$ cat config.mk
export PLATFORM = sky130hd
export DESIGN_NAME = program_rom_loader
export DESIGN_NICKNAME = d
export VERILOG_FILES = /design/src/rtl/cc_pkg.sv /design/src/rtl/rom_region_decode.sv /design/src/rtl/program_rom_loader.sv
export SDC_FILE = /design/constraint.sdc
export NUM_CORES = 1
export LEC_CHECK = 0
export BUFFER_PORTS_ARGS = -buffer_cell sky130_fd_sc_hd__buf_2
export CAP_MARGIN = 10
export CORE_MARGIN = 3
export CORE_UTILIZATION = 46
export CTS_CLUSTER_DIAMETER = 60
export DETAILED_ROUTE_END_ITERATION = 8
export PLACE_DENSITY = 0.72
export SLEW_MARGIN = 10
export SYNTH_ARGS = -nofsm -noshare
export SYNTH_HDL_FRONTEND = slang
export SYNTH_SLANG_ARGS = --single-unit
$ cat constraint.sdc
create_clock -name clk -period 2.78 [get_ports clk]
set_clock_uncertainty 0.1 [all_clocks]
set_input_delay 0.139 -clock clk [delete_from_list [all_inputs] [get_ports clk]]
set_output_delay 0.139 -clock clk [all_outputs]
set_load 0.1 [all_outputs]
$ cat src/rtl/cc_pkg.sv
// Shared constants and types for the program ROM loader: ROM geometry,
// region indices and the loader state encoding.
package cc_pkg;

  localparam int unsigned ROM_COUNT = 5;
  localparam int unsigned ROM_AW    = 13;
  localparam int unsigned CNT_W     = 17;
  localparam int unsigned IOCTL_AW  = 25;

  // Region index = ioctl_addr[15:13]; bit position in rom_we.
  localparam logic [2:0] ROM_1F = 3'd0;
  localparam logic [2:0] ROM_1H = 3'd1;
  localparam logic [2:0] ROM_1K = 3'd2;
  localparam logic [2:0] ROM_1L = 3'd3;
  localparam logic [2:0] ROM_1N = 3'd4;

  typedef enum logic [1:0] {
    StIdle,
    StLoad,
    StWrite,
    StDone
  } loader_state_e;

endpackage

$ cat src/rtl/rom_region_decode.sv
// Combinational decode of a download byte offset into a one-hot ROM select
// and an in-range flag (offset below the image length and inside a real ROM).
module rom_region_decode
  import cc_pkg::*;
#(
  parameter logic [CNT_W-1:0] ROM_BYTES = 17'h0A000
) (
  input  logic [IOCTL_AW-1:0]  addr,
  output logic [ROM_COUNT-1:0] sel,
  output logic                 in_range
);

  logic [IOCTL_AW-1-ROM_AW:0] region;

  always_comb begin
    region   = addr[IOCTL_AW-1:ROM_AW];
    in_range = (addr < {{(IOCTL_AW-CNT_W){1'b0}}, ROM_BYTES}) &&
               (region < (IOCTL_AW-ROM_AW)'(ROM_COUNT));
    sel      = '0;
    if (in_range) begin
      unique case (region[2:0])
        ROM_1F:  sel[ROM_1F] = 1'b1;
        ROM_1H:  sel[ROM_1H] = 1'b1;
        ROM_1K:  sel[ROM_1K] = 1'b1;
        ROM_1L:  sel[ROM_1L] = 1'b1;
        ROM_1N:  sel[ROM_1N] = 1'b1;
        default: sel = '0;
      endcase
    end
  end

endmodule

$ cat src/rtl/program_rom_loader.sv
// Streams an ioctl download image into five 8 KiB program ROMs, one byte per
// two cycles. Optional image checksum when PROGRAM_ROM_CHECKSUM_EN is defined.
module program_rom_loader
  import cc_pkg::*;
#(
  parameter logic [7:0]       LOAD_INDEX   = 8'd0,
  parameter logic [CNT_W-1:0] ROM_BYTES    = 17'h0A000
`ifdef PROGRAM_ROM_CHECKSUM_EN
  ,
  parameter logic [15:0]      EXPECTED_SUM = 16'h0000
`endif
) (
  input  logic                 clk,
  input  logic                 reset,
  input  logic                 ioctl_download,
  input  logic [7:0]           ioctl_index,
  input  logic                 ioctl_wr,
  input  logic [IOCTL_AW-1:0]  ioctl_addr,
  input  logic [7:0]           ioctl_dout,
  output logic                 ioctl_wait,
  output logic [ROM_COUNT-1:0] rom_we,
  output logic [ROM_AW-1:0]    rom_addr,
  output logic [7:0]           rom_data,
  output logic                 rom_ready,
  output logic                 load_error
`ifdef PROGRAM_ROM_CHECKSUM_EN
  ,
  output logic [15:0]          checksum
`endif
);

  loader_state_e        state_q, state_d;
  logic [ROM_AW-1:0]    rom_addr_q, rom_addr_d;
  logic [7:0]           rom_data_q, rom_data_d;
  logic [ROM_COUNT-1:0] sel_q, sel_d;
  logic                 in_range_q, in_range_d;
  logic [CNT_W-1:0]     count_q, count_d;
  logic                 ovf_q, ovf_d;
  logic                 drop_q, drop_d;
  logic                 ready_q, ready_d;
  logic                 error_q, error_d;
`ifdef PROGRAM_ROM_CHECKSUM_EN
  logic [15:0]          sum_q, sum_d;
`endif

  logic                 active;
  logic                 start;
  logic                 finish;
  logic                 good;
  logic [ROM_COUNT-1:0] dec_sel;
  logic                 dec_in_range;

  rom_region_decode #(
    .ROM_BYTES (ROM_BYTES)
  ) u_decode (
    .addr     (ioctl_addr),
    .sel      (dec_sel),
    .in_range (dec_in_range)
  );

  always_comb begin
    active     = ioctl_download && (ioctl_index == LOAD_INDEX);
    state_d    = state_q;
    rom_addr_d = rom_addr_q;
    rom_data_d = rom_data_q;
    sel_d      = sel_q;
    in_range_d = in_range_q;
    count_d    = count_q;
    ovf_d      = ovf_q;
    drop_d     = drop_q;
    ready_d    = ready_q;
    error_d    = error_q;
    start      = 1'b0;
    finish     = 1'b0;
    good       = 1'b0;
`ifdef PROGRAM_ROM_CHECKSUM_EN
    sum_d      = sum_q;
`endif

    unique case (state_q)
      StIdle, StDone: begin
        if (active) begin
          state_d = StLoad;
          start   = 1'b1;
        end
      end
      StLoad: begin
        if (!active) begin
          state_d = StDone;
          finish  = 1'b1;
        end else if (ioctl_wr) begin
          rom_addr_d = ioctl_addr[ROM_AW-1:0];
          rom_data_d = ioctl_dout;
          sel_d      = dec_sel;
          in_range_d = dec_in_range;
          state_d    = StWrite;
        end
      end
      StWrite: begin
        count_d = (count_q == '1) ? count_q : count_q + CNT_W'(1);
        if (!in_range_q) ovf_d = 1'b1;
        // A strobe here violates the wait handshake; the byte is lost.
        if (ioctl_wr) drop_d = 1'b1;
`ifdef PROGRAM_ROM_CHECKSUM_EN
        if (in_range_q) sum_d = sum_q + 16'(rom_data_q);
`endif
        if (active) begin
          state_d = StLoad;
        end else begin
          state_d = StDone;
          finish  = 1'b1;
        end
      end
      default: state_d = StIdle;
    endcase

    if (start) begin
      count_d = '0;
      ovf_d   = 1'b0;
      drop_d  = 1'b0;
      ready_d = 1'b0;
      error_d = 1'b0;
`ifdef PROGRAM_ROM_CHECKSUM_EN
      sum_d   = '0;
`endif
    end

    // Evaluated on next-state values so a write finishing this cycle counts.
    good = (count_d == ROM_BYTES) && !ovf_d && !drop_d;
`ifdef PROGRAM_ROM_CHECKSUM_EN
    good = good && ((EXPECTED_SUM == 16'h0000) || (sum_d == EXPECTED_SUM));
`endif
    if (finish) begin
      ready_d = good;
      error_d = !good;
    end
  end

  always_ff @(posedge clk) begin
    if (reset) begin
      state_q    <= StIdle;
      rom_addr_q <= '0;
      rom_data_q <= '0;
      sel_q      <= '0;
      in_range_q <= 1'b0;
      count_q    <= '0;
      ovf_q      <= 1'b0;
      drop_q     <= 1'b0;
      ready_q    <= 1'b0;
      error_q    <= 1'b0;
`ifdef PROGRAM_ROM_CHECKSUM_EN
      sum_q      <= '0;
`endif
    end else begin
      state_q    <= state_d;
      rom_addr_q <= rom_addr_d;
      rom_data_q <= rom_data_d;
      sel_q      <= sel_d;
      in_range_q <= in_range_d;
      count_q    <= count_d;
      ovf_q      <= ovf_d;
      drop_q     <= drop_d;
      ready_q    <= ready_d;
      error_q    <= error_d;
`ifdef PROGRAM_ROM_CHECKSUM_EN
      sum_q      <= sum_d;
`endif
    end
  end

  // Reset gates the write strobe in the same cycle it is raised.
  always_comb begin
    ioctl_wait = (state_q == StWrite) && !reset;
    rom_we     = ioctl_wait ? sel_q : '0;
    rom_addr   = rom_addr_q;
    rom_data   = rom_data_q;
    rom_ready  = ready_q;
    load_error = error_q;
`ifdef PROGRAM_ROM_CHECKSUM_EN
    checksum   = sum_q;
`endif
  end

endmodule
==> impl_results.md <==
* Routed vias at 2419
* WS Path Type: reg2reg
* Max transition margin at 56.4%
* Worst r2r src: count_q[1]
* Final nets at 451
* Area grow syn2layout at 30.7%
* CP max FO at 9
* Die width at 80.0 µm
* Highest clock rate at 0.388 GHz
* CTS tree: yes
* Final Setup Violations at 0
* Synth async-reset ratio at 0%
* Area leader, netlist: dfxtp_1
* # DRC at 0
* Clock Power Share at 28.7%
* Post-synth net total at 360
* Outcome: complete, no violations
* Hold_ws at 0.0628 ns
* Worst Setup Start Kind: flip-flop
* Die area at 6400 µm²
* GRT Residual Overflow at 0
* Clk root buf: clkbuf_8
* Most frequent cell after synthesis: nand2_1
* Final count of hold timing violations at 0
* CTS sink count at 50
* Clk buf depth at 2
* Worst VDD drop at 0.359 mV
* #FFs+latches synth at 50
* Mapped Cells at 312
* Synth unique cells at 51
* Post-synth top area share at 39.7%
* Routing usage on met1 at 26.0%
* Drt pass-1 iters at 6
* I/O Buffers at 73
* PD cells at 572 nW/µm²
* Internal at 0.00129 W
* Synth warn at 0
* Placed cell count at 442
* Vias in the first global route at 2260
* Required @ worst endpoint at 2.89 ns
* Diode count at 0
* DRT antenna net count at 0
* Num ports at 74
* Die H at 80.0 µm
* First-pass GRT wire length at 10.3 mm
* GR Layer Usage met3 at 3.50%
* Met2 Usage GRT at 32.8%
* Combinational power share at 30.0%
* Post-Syn Area at 2520 µm²
* Cts bufs inserted at 5
* Hold path startpoint: ioctl_addr[14]
* DRT iter0 DRCs at 152
* Syn_area_per_cell at 8.08 µm²
* Flop pwr share at 41.3%
* Post-detailed-route via-to-cell ratio at 5.10
* CP Capture Type: flip-flop
* CP arrival at 2.69 ns
* H-tree Lvls at 2
* Starting Density at 48.4%
* Tmin final at 2.57 ns
* Filler instances at 443
* Initial antenna violation count at 0
* Layout cell share with drive strength beyond 1 at 27.5%
* Latest clock arrival within the worst-skew pair at 0.30 ns
* Worst-margin pin slew at 0.654 ns
* Commonest cells post-synth: 56 x nand2_1, 50 x dfxtp_1, 37 x nor2_1
* Clock-pin slew on the worst setup and hold paths at 0.10 ns
* Most crowded layer after global routing: met2
* WL final at 6.29 mm
* Post-DR wirelength/cell at 13.3 µm
* Post-DP HPWL at 4.42 mm
* Pins Over Slew Limit at 0
* Core area at 5200 µm²
* Sequential area share after synthesis at 39.7%
* Final std cells w/o fill at 474
* Synth area leaders: dfxtp_1 40%, nand2_1 8.3%, a21oi_1 6.0%
* Top FF cell, synth: dfxtp_1
* # rows at 26
* Hold Crit Class: in2reg
* Switching pwr at 0.000597 W
* Setup TNS at 0 ns
* Final Cycle Share at 92.6%
* Largest net degree at the start of global routing at 36
* Number of synthesized flops with an enable pin at 0
* Gr usage total at 19.9%
* Source of the critical timing path: count_q[1]
* Sw frac at 31.7%
* Lkg Pwr at 1.34 nW
* RSZ-0062 raised after global routing: no
* Max-cap violations at 0
* RePlAce Congestion at 0.917
[cell families after synthesis]
group                    synth area share, %
AO/OA/AOI/OAI                           16.3
AND/OR/NAND/NOR                         29.9
flip-flops                              39.7
buffers and inverters                   5.91
adder cells (fa/ha/maj)                 1.49
XOR/XNOR                                6.60
[registers in the layout, summed over array words and instances (netlist names)]
signal      flops
count_q        17
rom_addr       13
rom_data        8
sel_q           5
state_q         2
drop_q          1
in_range_q      1
load_error      1
ovf_q           1
rom_ready       1
[worst paths after layout]
path                            cells past startpoint  slack [ns]           to
worst max-delay path                                8        0.21    rom_ready
worst min-delay path                                3        0.06     sel_q[2]
worst max register to register                      8        0.21    rom_ready
worst min register to register                      2        0.36  rom_addr[7]
[worst max-delay path, cell delays in order (launching register included)]
cell      delay, ns
dfxtp_1        0.40
ha_1           0.25
nand4_4        0.18
or4_4          0.63
a311oi_2       0.25
a31oi_1        0.07
o21ai_1        0.17
nand4b_1       0.17
o41ai_2        0.29
[metal layers]
layer	up-vias	share of wire [%]
li1	1254	-
met5	-	0
met2	77	48
met4	0	1.3
met3	9	5.0
met1	1079	46
[cells in the final DEF, fill, tap and decap left out, drive strengths merged, types with 2 or more instances in the layout]
cell | netlist | final
buf | 14 | 84
nand2 | 56 | 56
dfxtp | 50 | 50
nor2 | 38 | 38
a21oi | 30 | 30
dlygate4sd3 | 0 | 21
xnor2 | 14 | 14
inv | 11 | 12
nor3 | 10 | 10
nand3 | 8 | 8
nand4 | 8 | 8
and2 | 6 | 6
and3 | 6 | 6
clkbuf | 7 | 6
xor2 | 5 | 5
o21ai | 5 | 5
a32oi | 4 | 4
nor4 | 4 | 4
or3 | 3 | 3
ha | 3 | 3
or4b | 3 | 3
o41a | 2 | 2
a31o | 2 | 2
a311oi | 2 | 2
a31oi | 2 | 2
a22oi | 2 | 2
or4 | 2 | 2
o41ai | 2 | 2
[layout make-up]
type,count,area [µm²],share of cell area [%]
inverters,11,41.3,1.25
multi-input cells,230,1380,42.0
flip-flops and latches,50,1000,30.5
clock buffers,6,82.6,2.51
well taps,70,87.6,2.66
repair buffers,105,658,20.0
clock inverters,2,38.8,1.18
[stage by stage]
stage	cell area (µm²)	util (%)	setup WS, ns	power (W)
2_1_floorplan	2530	-	0.256	0.00118
3_3_place_gp	2930	56.3	0.288	0.00129
3_5_place_dp	2930	56.3	0.177	0.00130
4_1_cts	3260	62.7	0.180	0.00186
5_1_grt	3290	63.3	0.00348	0.00200
6_report	3290	63.3	0.206	0.00188
[power by group through the flow]
stage,registers (W),logic (W),clock network (W)
after floorplan,0.000822,0.000362,0
after global placement,0.000791,0.000495,0
after detailed placement,0.000794,0.000502,0
after CTS,0.000777,0.000529,0.000556
after global routing,0.000784,0.000634,0.000587
final,0.000778,0.000565,0.000542
[timing repair]
action | CTS | global route
setup buffers | 0 | 3
hold buffers | 21 | 0
endpoints found under the hold margin | 21 | 0
endpoints found under the setup margin | 0 | 1
resized for setup | 0 | 3
Note: power is estimated with default switching activity, not from simulation.
